## config.mk

```make
export PLATFORM = sky130hd
export DESIGN_NAME = if_stage
export DESIGN_NICKNAME = d
export VERILOG_FILES = /design/src/rtl/core_pkg.sv /design/src/rtl/if_id_reg.sv /design/src/rtl/if_stage.sv
export SDC_FILE = /design/constraint.sdc
export NUM_CORES = 1
export LEC_CHECK = 0
export CAP_MARGIN = 20
export CORE_ASPECT_RATIO = 1.2
export CORE_MARGIN = 2
export CORE_UTILIZATION = 25
export CTS_BUF_LIST = sky130_fd_sc_hd__clkbuf_2
export DETAILED_ROUTE_END_ITERATION = 8
export GPL_ROUTABILITY_DRIVEN = 0
export SLEW_MARGIN = 10
export SYNTH_ARGS = -nofsm -noshare
export SYNTH_HDL_FRONTEND = slang
export SYNTH_SLANG_ARGS = --single-unit
```

## constraint.sdc

```tcl
create_clock -name clk -period 4.8 [get_ports clk]
set_input_delay 1.44 -clock clk [delete_from_list [all_inputs] [get_ports clk]]
set_output_delay 1.44 -clock clk [all_outputs]
set_load 0.02 [all_outputs]
```

## src/rtl/core_pkg.sv

```systemverilog
// Shared definitions for the RV64 core front end: widths, reset PC, bubble
// word and the IF/ID register control encoding.
package core_pkg;

  localparam int XLEN       = 64;
  localparam int ILEN       = 32;
  localparam int PC_W       = 32;
  localparam int INST_BYTES = 4;

  localparam logic [ILEN-1:0] NOP_INST = 32'h0000_0013;  // addi x0,x0,0
  localparam logic [PC_W-1:0] RESET_PC = 32'h0000_0000;

  // IF/ID register action for the coming edge.
  typedef enum logic [1:0] {
    IFID_LOAD  = 2'd0,
    IFID_HOLD  = 2'd1,
    IFID_FLUSH = 2'd2
  } ifid_ctrl_e;

  // Drop the byte-offset bits so a target is always word aligned.
  function automatic logic [PC_W-1:0] word_align(input logic [PC_W-1:0] a);
    return a & ~(PC_W'(INST_BYTES) - 1'b1);
  endfunction

endpackage

```

## src/rtl/if_id_reg.sv

```systemverilog
// IF/ID pipeline register: captures (pc, inst) with a valid flag.
// Flush and reset both leave a bubble: pc=0, inst=NOP, valid=0.
module if_id_reg
  import core_pkg::*;
#(
  parameter logic [ILEN-1:0] NOP = NOP_INST
) (
  input  logic            clk,
  input  logic            reset,
  input  ifid_ctrl_e      ctrl,
  input  logic [PC_W-1:0] d_pc,
  input  logic [ILEN-1:0] d_inst,
  output logic [PC_W-1:0] pc,
  output logic [ILEN-1:0] inst,
  output logic            valid
);

  // Register update: reset/flush insert a bubble, load captures, hold keeps.
  always_ff @(posedge clk) begin
    if (reset || ctrl == IFID_FLUSH) begin
      pc    <= '0;
      inst  <= NOP;
      valid <= 1'b0;
    end else if (ctrl == IFID_LOAD) begin
      pc    <= d_pc;
      inst  <= d_inst;
      valid <= 1'b1;
    end
  end

endmodule

```

## src/rtl/if_stage.sv

```systemverilog
// Instruction-fetch stage: owns the PC, presents it to instruction memory and
// captures the returned word into IF/ID. Redirect beats stall; reset beats all.
// Optional fetch counter enabled by defining IF_PERF_CNT_EN.
module if_stage
  import core_pkg::*;
#(
  parameter logic [PC_W-1:0] RESET_PC = core_pkg::RESET_PC,
  parameter logic [ILEN-1:0] NOP_INST = core_pkg::NOP_INST
) (
  input  logic            clk,
  input  logic            reset,
  input  logic            stall,
  input  logic            redirect_valid,
  input  logic [PC_W-1:0] redirect_pc,
  output logic [PC_W-1:0] imem_addr,
  input  logic [ILEN-1:0] imem_inst,
  output logic [PC_W-1:0] if_id_pc,
  output logic [ILEN-1:0] if_id_inst,
  output logic            if_id_valid,
  output logic [31:0]     fetch_count
);

  logic [PC_W-1:0] pc;
  logic [PC_W-1:0] pc_next;
  ifid_ctrl_e      ifid_ctrl;

  // Next-PC mux and IF/ID control: redirect > stall > sequential advance.
  always_comb begin
    pc_next   = pc + PC_W'(INST_BYTES);
    ifid_ctrl = IFID_LOAD;
    if (redirect_valid) begin
      pc_next   = word_align(redirect_pc);
      ifid_ctrl = IFID_FLUSH;
    end else if (stall) begin
      pc_next   = pc;
      ifid_ctrl = IFID_HOLD;
    end
  end

  // PC register; memory address comes straight from it.
  always_ff @(posedge clk) begin
    if (reset) pc <= RESET_PC;
    else       pc <= pc_next;
  end

  assign imem_addr = pc;

  if_id_reg #(.NOP(NOP_INST)) u_if_id_reg (
    .clk    (clk),
    .reset  (reset),
    .ctrl   (ifid_ctrl),
    .d_pc   (pc),
    .d_inst (imem_inst),
    .pc     (if_id_pc),
    .inst   (if_id_inst),
    .valid  (if_id_valid)
  );

`ifdef IF_PERF_CNT_EN
  logic [31:0] fetch_cnt_q;

  // Count every edge that loads a real instruction into IF/ID.
  always_ff @(posedge clk) begin
    if (reset)                       fetch_cnt_q <= '0;
    else if (ifid_ctrl == IFID_LOAD) fetch_cnt_q <= fetch_cnt_q + 32'd1;
  end

  assign fetch_count = fetch_cnt_q;
`else
  assign fetch_count = 32'h0;
`endif

endmodule

```

==> results of run 1 <==
## registers in the layout, summed over array words and instances (netlist names)
name               count
u_if_id_reg.inst      32
imem_addr             30
u_if_id_reg.valid      1
u_if_id_reg.pc        30
## cells by family after synthesis
| logic type | count (synthesis) | share of synthesized area [%] |
|---|---|---|
| other | 1 | 0.0877 |
| xor gates and xnor gates | 11 | 2.25 |
| and+or+nand+nor | 188 | 21.7 |
| muxes | 49 | 11.5 |
| DFF | 93 | 43.5 |
| adders and majority gates | 1 | 0.292 |
| AOI/OAI and AO/OA | 64 | 10.4 |
| buffers and inverters | 81 | 10.3 |
## Yosys cell counts (5+ instances only)
cell type | count | area, um^2
xnor2_1 | 9 | 78.8
mux2i_1 | 49 | 490
nor3_1 | 7 | 35.0
dfxtp_1 | 93 | 1860
inv_1 | 12 | 45.0
or3_1 | 5 | 31.3
a311oi_1 | 9 | 78.8
nand2_1 | 48 | 180
buf_1 | 6 | 22.5
nand3_1 | 9 | 45.0
nor2_1 | 71 | 267
nor4_1 | 8 | 50.1
a2111oi_0 | 8 | 70.1
a211oi_1 | 13 | 97.6
nand4_1 | 7 | 43.8
buf_4 | 36 | 270
clkbuf_1 | 26 | 97.6
a21oi_1 | 22 | 110
and4_1 | 8 | 70.1
## metal layers
metal / share of wire [%] / up-vias / global-route usage, %
met3: 8.7 / 18 / 4.62
met4: 2.0 / 0 / 5.68
met1: 41 / 1836 / 16.6
met5: 0 / - / 0
li1: - / 1919 / -
met2: 48 / 171 / 23.3
## final cells by class
class | instances | area [um^2] | share of cell area (%)
multi-input combinational | 349 | 2110 | 34.7
tap | 216 | 270 | 4.45
clock buffer | 9 | 45.0 | 0.742
clock inverter | 6 | 113 | 1.85
inverter | 12 | 45.0 | 0.742
timing repair buffer | 163 | 1630 | 26.8
sequential | 93 | 1860 | 30.7
## path summary, 6_finish.rpt
kind / start / end / cells after the start
worst max-delay path: imem_addr[29] / imem_addr[29] / 1
worst max register to register: imem_addr[2] / imem_addr[24] / 5
worst min-delay path: u_if_id_reg.valid / u_if_id_reg.valid / 2
worst min register to register: u_if_id_reg.valid / u_if_id_reg.valid / 2
## per-stage QoR
step	worst slack [ns]	total power [mW]
6_report	1.47	1.64
5_1_grt	1.36	1.72
4_1_cts	1.41	1.66
3_5_place_dp	1.08	1.16
2_1_floorplan	1.71	1.03
3_3_place_gp	1.15	1.15
## where the power goes
group          leakage, nW  switching, mW  total [mW]  internal (mW)
sequential           0.761         0.0440       0.850          0.806
combinational         1.42          0.150       0.291          0.142
clock               0.0919          0.274       0.497          0.222
total                 2.27          0.468        1.64           1.17
==> impl_metrics.toml, run 1 <==
[setup_path]
worstSetupEndpointType = "output pin"
path_buf_inv = 1
max_stage_delay_ns = 0.70
critPathTopFamily = "buffers and inverters"
r2r_slack_ns = 2.21
cp.required_ns = 3.36
start_kind = "flip-flop"
critPathKind = "reg -> out"
critPathSlowestCell = "clkdlybuf4s50_1"
cp.arrival_ns = 1.89
crit_path_max_fanout = 7
path_cells = "clkdlybuf4s50_1"

[global_routing]
grt_start_max_net_pins = 43
grt_pass1_wl_um = 19800
grt_usage_pct = 14.1
globalRouteOverflowTotal = 0
grt_pass1_vias = 3790
grt_antenna_before_repair = 0

[layout]
post_layout_nonfiller_instances = 848
layout-drive-gt1-share_pct = 4.75
antennaDiodeCount = 0
final_cell_mix = "clkdlybuf4s50_1, dfxtp_1, nor2_1"
syn_to_final_growth_pct = 41.9
fin_nets = 697
fillers = 1760
design_area_um2 = 6070
fin_util_pct = 36.2
layout_commonest_cell = "clkdlybuf4s50_1"

[timing]
finalHoldViolCount = 0
worst_pin_slew_ns = 1.01
hold_slack_ns = 0.468
fin_worst_skew_ns = 0.0187
min_period_over_period_pct = 69.4
setup_viol = 0
slew_headroom_pct = 32.5
slew_viol_final = 0
finalSetupTns_ns = 0
fin_crit_ns = 3.33
fmax_ghz = 0.300
grt_setup_unrepaired = "false"

[clocking]
clkLatencyLatePin_ns = 0.59
root_buffer = "clkbuf_2"
cts-resized-gates = 0
htreeDepth = 3
cts_sinks = 93
cts_hold_buf = 0
clkTransAtPathRegs_ns = 0.24
cts_setup_buffers = 0
cts_tree = "yes"
cts_inserted_buffers = 9
clockBufferDepth = 2

[power]
peakVddDrop_mv = 0.134
power_density_nw_per_um2 = 270
p_leak_nw = 2.27

[run_status]
status = "finished clean"

[synth]
syn_area_per_cell_um2 = 8.77
synth.distinct_cells = 42
synthesis.area_um2 = 4280
synth-edff-count = 0
synth_seq_cells = 93
yosys_most_used_dff = "dfxtp_1"
async_flop_share_pct = 0
syn_inst = 488
ys_seq_area_share_pct = 43.5
ys_warn_count = 0

[route]
vias = 3944
dr.first_iter.drc_count = 144
wl_um = 12700
routed_via_density = 4.65
drt-pass1-iter-count = 4
drtAntennaViolNets = 0
remaining_drc_errors = 0
wl_per_cell_um = 15.0

[floorplan]
die_w_um = 123
die-area_um2 = 18200
initial_core_util_pct = 25.5
row_count = 52
io_pins = 197
core_region_area_um2 = 16800
die_h_um = 147

[placed_design]
hpwl_um = 9410
placed_area_um2 = 5910
io_buffers = 158
dp_cells = 833

[run]
cap_violations = 0

[hold_path]
hp-class = "reg -> reg"
Note: power is estimated with default switching activity, not from simulation.
==> run 2: changes to the inputs <==
Clock period 4.8 ns to 2.96 ns, I/O delays scaled along.
==> run 2 against run 1 <==
Net effect:
- global-route usage increased by 0.23 points
- utilization grew 0.34 points
- final cell count grew 1.7%
- die area is the same
- largest power group unchanged
- clock skew increased by 0.028 ns
- first-iteration DRC count decreased by 2.1%
- highest routed layer unchanged
- sequential power rose by 61%
- routed wire length up 2.2%
==> impl_metrics.toml, run 2 (synthesized netlist as in run 1, its figures left out) <==
[run_status]
status = "finished clean"

[clocking]
cts_tree = "yes"
cts_hold_buf = 0
clockBufferDepth = 2
cts_setup_buffers = 0
root_buffer = "clkbuf_2"
cts_sinks = 93
cts_inserted_buffers = 9
htreeDepth = 3
clkLatencyLatePin_ns = 0.62
cts-resized-gates = 0
clkTransAtPathRegs_ns = 0.24

[route]
drtAntennaViolNets = 0
wl_um = 13000
vias = 4004
drt-pass1-iter-count = 4
dr.first_iter.drc_count = 141
wl_per_cell_um = 15.0
remaining_drc_errors = 0
routed_via_density = 4.65

[timing]
fin_crit_ns = 2.79
setup_viol = 0
slew_viol_final = 0
worst_pin_slew_ns = 0.736
slew_headroom_pct = 50.9
grt_setup_unrepaired = "false"
finalHoldViolCount = 0
fmax_ghz = 0.359
fin_worst_skew_ns = 0.0464
min_period_over_period_pct = 94.1
finalSetupTns_ns = 0

[setup_path]
cp.arrival_ns = 1.90
path_cells = "clkdlybuf4s50_1"
start_kind = "flip-flop"
crit_path_max_fanout = 8
critPathKind = "reg -> out"
critPathSlowestCell = "clkdlybuf4s50_1"
path_buf_inv = 1
cp.required_ns = 2.07
rr_worst_depth = 4
critPathTopFamily = "buffers and inverters"
startpoint = "imem_addr[16]"
max_stage_delay_ns = 0.69
r2r-start = "imem_addr[3]"
worstSetupEndpointType = "output pin"
cp_num_cells = 1

[floorplan]
die_h_um = 147
initial_core_util_pct = 25.5
row_count = 52
die-area_um2 = 18200
die_w_um = 123
core_region_area_um2 = 16800
io_pins = 197

[hold_path]
min_path_cells = 2
hp-class = "reg -> reg"
hold_start = "u_if_id_reg.valid"

[global_routing]
grt_pass1_wl_um = 20100
grt_start_max_net_pins = 47
globalRouteOverflowTotal = 0
grt_pass1_vias = 3833
grt_antenna_before_repair = 0
grt_usage_pct = 14.3

[power]
peakVddDrop_mv = 0.192
p_leak_nw = 2.32
total_power_mw = 2.53
power_density_nw_per_um2 = 412

[layout]
ff_latch_area_um2 = 1860
largest_register_ffs = 32
multiInputGateArea_um2 = 2110
layout_commonest_cell = "clkdlybuf4s50_1"
final_cell_mix = "clkdlybuf4s50_1, dfxtp_1, nor2_1"
layout-drive-gt1-share_pct = 6.81
top_register = "u_if_id_reg.inst"
antennaDiodeCount = 0
syn_to_final_growth_pct = 43.2
fin_nets = 710
fillers = 1768

[run]
cap_violations = 0

[placed_design]
hpwl_um = 9640
io_buffers = 158
-- run 2: per-layer routing --
layer / GRT usage, % / vias to the layer above / routed length, um
met1: 17.0 / 1869 / 5440
met3: 4.81 / 17 / 1150
met2: 23.4 / 175 / 6090
li1: - / 1943 / -
met4: 5.85 / 0 / 275
met5: 0 / - / 0
-- run 2: worst paths after layout --
check | slack (ns) | end
max | 0.17 | imem_addr[16]
min | 0.46 | u_if_id_reg.valid
max reg2reg | 0.68 | imem_addr[27]
min reg2reg | 0.46 | u_if_id_reg.valid
-- run 2: final cells by class --
type / instances / share of cell area [%]
Clock buffer: 9 / 0.735
Sequential cell: 93 / 30.4
Timing Repair Buffer: 176 / 28.2
Inverter: 12 / 0.735
Tap cell: 216 / 4.41
Multi-Input combinational cell: 349 / 34.4
Clock inverter: 7 / 1.16
-- run 2: through the flow --
step                hold WS (ns)  instance area (um^2)  worst slack [ns]  util [%]  cells
finish                     0.465                  6130             0.174      36.5    862
global route               0.506                  6130            0.0496      36.5    862
CTS                        0.472                  6130             0.114      36.5    862
detailed placement         0.443                  6010             0.487      35.8    846
global placement           0.438                  6010             0.511      35.8    846
floorplan                  0.522                  4410             0.418         -    523
-- run 2: where the power goes --
part           leakage, nW  switching (mW)  internal [mW]
registers            0.761          0.0640           1.31
clock network       0.0764           0.463          0.199
logic                 1.49           0.253          0.240
total                 2.32           0.780           1.75
==> run 3: changes to the inputs <==
Settings changed: PLACE_DENSITY set to 0.55.
==> run 3 against run 2 <==
Net effect:
- utilization fell by 0.074 points
- worst hold slack better by 0.0081 ns
- routed wire length decreased by 1.2%
- clock skew shrank 0.010 ns
- clock power shrank 4.7%
- final area down 0.20%
- sequential share of layout area grew 0.062 points
- critical path depth is the same
- largest cell class unchanged
- critical endpoint unchanged
- non-clock buffer count fell by 1
- die area is the same
- final cell count decreased by 0.12%
- sequential cell count is the same
==> impl_metrics.toml, run 3 (synthesized netlist as in run 1, its figures left out) <==
[power]
peakVddDrop_mv = 0.222
total_power_mw = 2.49
p_leak_nw = 2.30
power_density_nw_per_um2 = 408

[floorplan]
row_count = 52
die_w_um = 123
die-area_um2 = 18200
io_pins = 197
initial_core_util_pct = 25.5
die_h_um = 147
core_region_area_um2 = 16800

[layout]
post_layout_nonfiller_instances = 861
fin_nets = 709
syn_to_final_growth_pct = 42.9
layout-drive-gt1-share_pct = 6.51
largest_register_ffs = 32
fillers = 1746
fin_util_pct = 36.4
top_register = "u_if_id_reg.inst"
antennaDiodeCount = 0
ff_latch_area_um2 = 1860
multiInputGateArea_um2 = 2110
final_cell_mix = "clkdlybuf4s50_1, dfxtp_1, nor2_1"
layout_commonest_cell = "clkdlybuf4s50_1"

[global_routing]
grt_pass1_wl_um = 20200
grt_pass1_vias = 3914
grtUsageMet3_pct = 4.35
top_usage_layer = "met2"
grt_start_max_net_pins = 47
globalRouteOverflowTotal = 0
grt_antenna_before_repair = 0
grt_usage_pct = 14.2
use_met2_pct = 23.8
use_met1_pct = 16.8

[setup_path]
start_kind = "flip-flop"
critPathSlowestCell = "clkdlybuf4s50_1"
critPathKind = "reg -> out"
worstSetupEndpointType = "output pin"
r2r-start = "imem_addr[10]"
cp.arrival_ns = 1.84
critPathTopFamily = "buffers and inverters"
crit_path_max_fanout = 8
path_buf_inv = 1
max_stage_delay_ns = 0.71
startpoint = "imem_addr[16]"
path_cells = "clkdlybuf4s50_1"
cp.required_ns = 2.07

[clocking]
cts_hold_buf = 0
cts_tree = "yes"
cts-resized-gates = 0
clkLatencyLatePin_ns = 0.59
root_buffer = "clkbuf_2"
clkTransAtPathRegs_ns = 0.25
htreeDepth = 3
cts_inserted_buffers = 9
clockBufferDepth = 2
cts_setup_buffers = 0
cts_sinks = 93

[timing]
min_period_over_period_pct = 92.3
fmax_ghz = 0.366
finalHoldViolCount = 0
worst_pin_slew_ns = 0.638
finalSetupTns_ns = 0
setup_viol = 0
fin_crit_ns = 2.73
worst_slack_ns = 0.228
grt_setup_unrepaired = "false"
fin_worst_skew_ns = 0.0361
slew_viol_final = 0
slew_headroom_pct = 57.1

[route]
drtAntennaViolNets = 0
remaining_drc_errors = 0
wl_per_cell_um = 14.9
wl_um = 12800
vias = 3936
dr.first_iter.drc_count = 187
routed_via_density = 4.57
drt-pass1-iter-count = 4

[placed_design]
io_buffers = 158
dp_cells = 845
post-place-ws_ns = 0.332
hpwl_um = 9610

[hold_path]
hp-class = "reg -> reg"
hold_start = "u_if_id_reg.pc[16]"

[run]
cap_violations = 0

[run_status]
status = "finished clean"
run 3: cell types whose count changed in the layout (fill, tap and decap cells not counted), sizes merged:
cell | previous run | this run
buf | 19 | 18
clkinv | 4 | 3
clkinvlp | 0 | 3
inv | 14 | 12
run 3: power breakdown:
group          switching (mW)  leakage (nW)  internal (mW)
sequential             0.0630         0.761           1.31
combinational           0.252          1.48          0.239
clock                   0.444        0.0613          0.188
total                   0.759          2.30           1.73
run 3: per-stage QoR:
step,cell area (um^2),hold slack [ns]
CTS,6110,0.472
global route,6110,0.490
detailed placement,6000,0.447
finish,6110,0.473
global placement,6000,0.448
floorplan,4410,0.522
run 3: worst paths after layout:
check	to	slack, ns	cells after the start
worst max register to register	imem_addr[27]	0.61	4
worst min register to register	u_if_id_reg.pc[16]	0.47	2
worst min-delay path	u_if_id_reg.pc[16]	0.47	2
worst max-delay path	imem_addr[16]	0.23	1
run 3: per-layer routing:
metal	up-vias	part of all wire, %
li1	1943	-
met1	1831	40
met2	145	50
met3	17	7.1
met4	0	2.1
met5	-	0
run 3: tightest hold or removal path, cell delays in order, from the launching register on:
cell and delay (ns):
dfxtp_1 0.36, nand2_1 0.05, a21oi_1 0.05
run 3: cell type report:
cell class / count / area share [%]
timing repair buffer: 175 / 28.1
inverter: 12 / 0.737
clock buffer: 9 / 0.737
tap: 216 / 4.42
clock inverter: 7 / 1.08
sequential: 93 / 30.4
multi-input combinational: 349 / 34.5
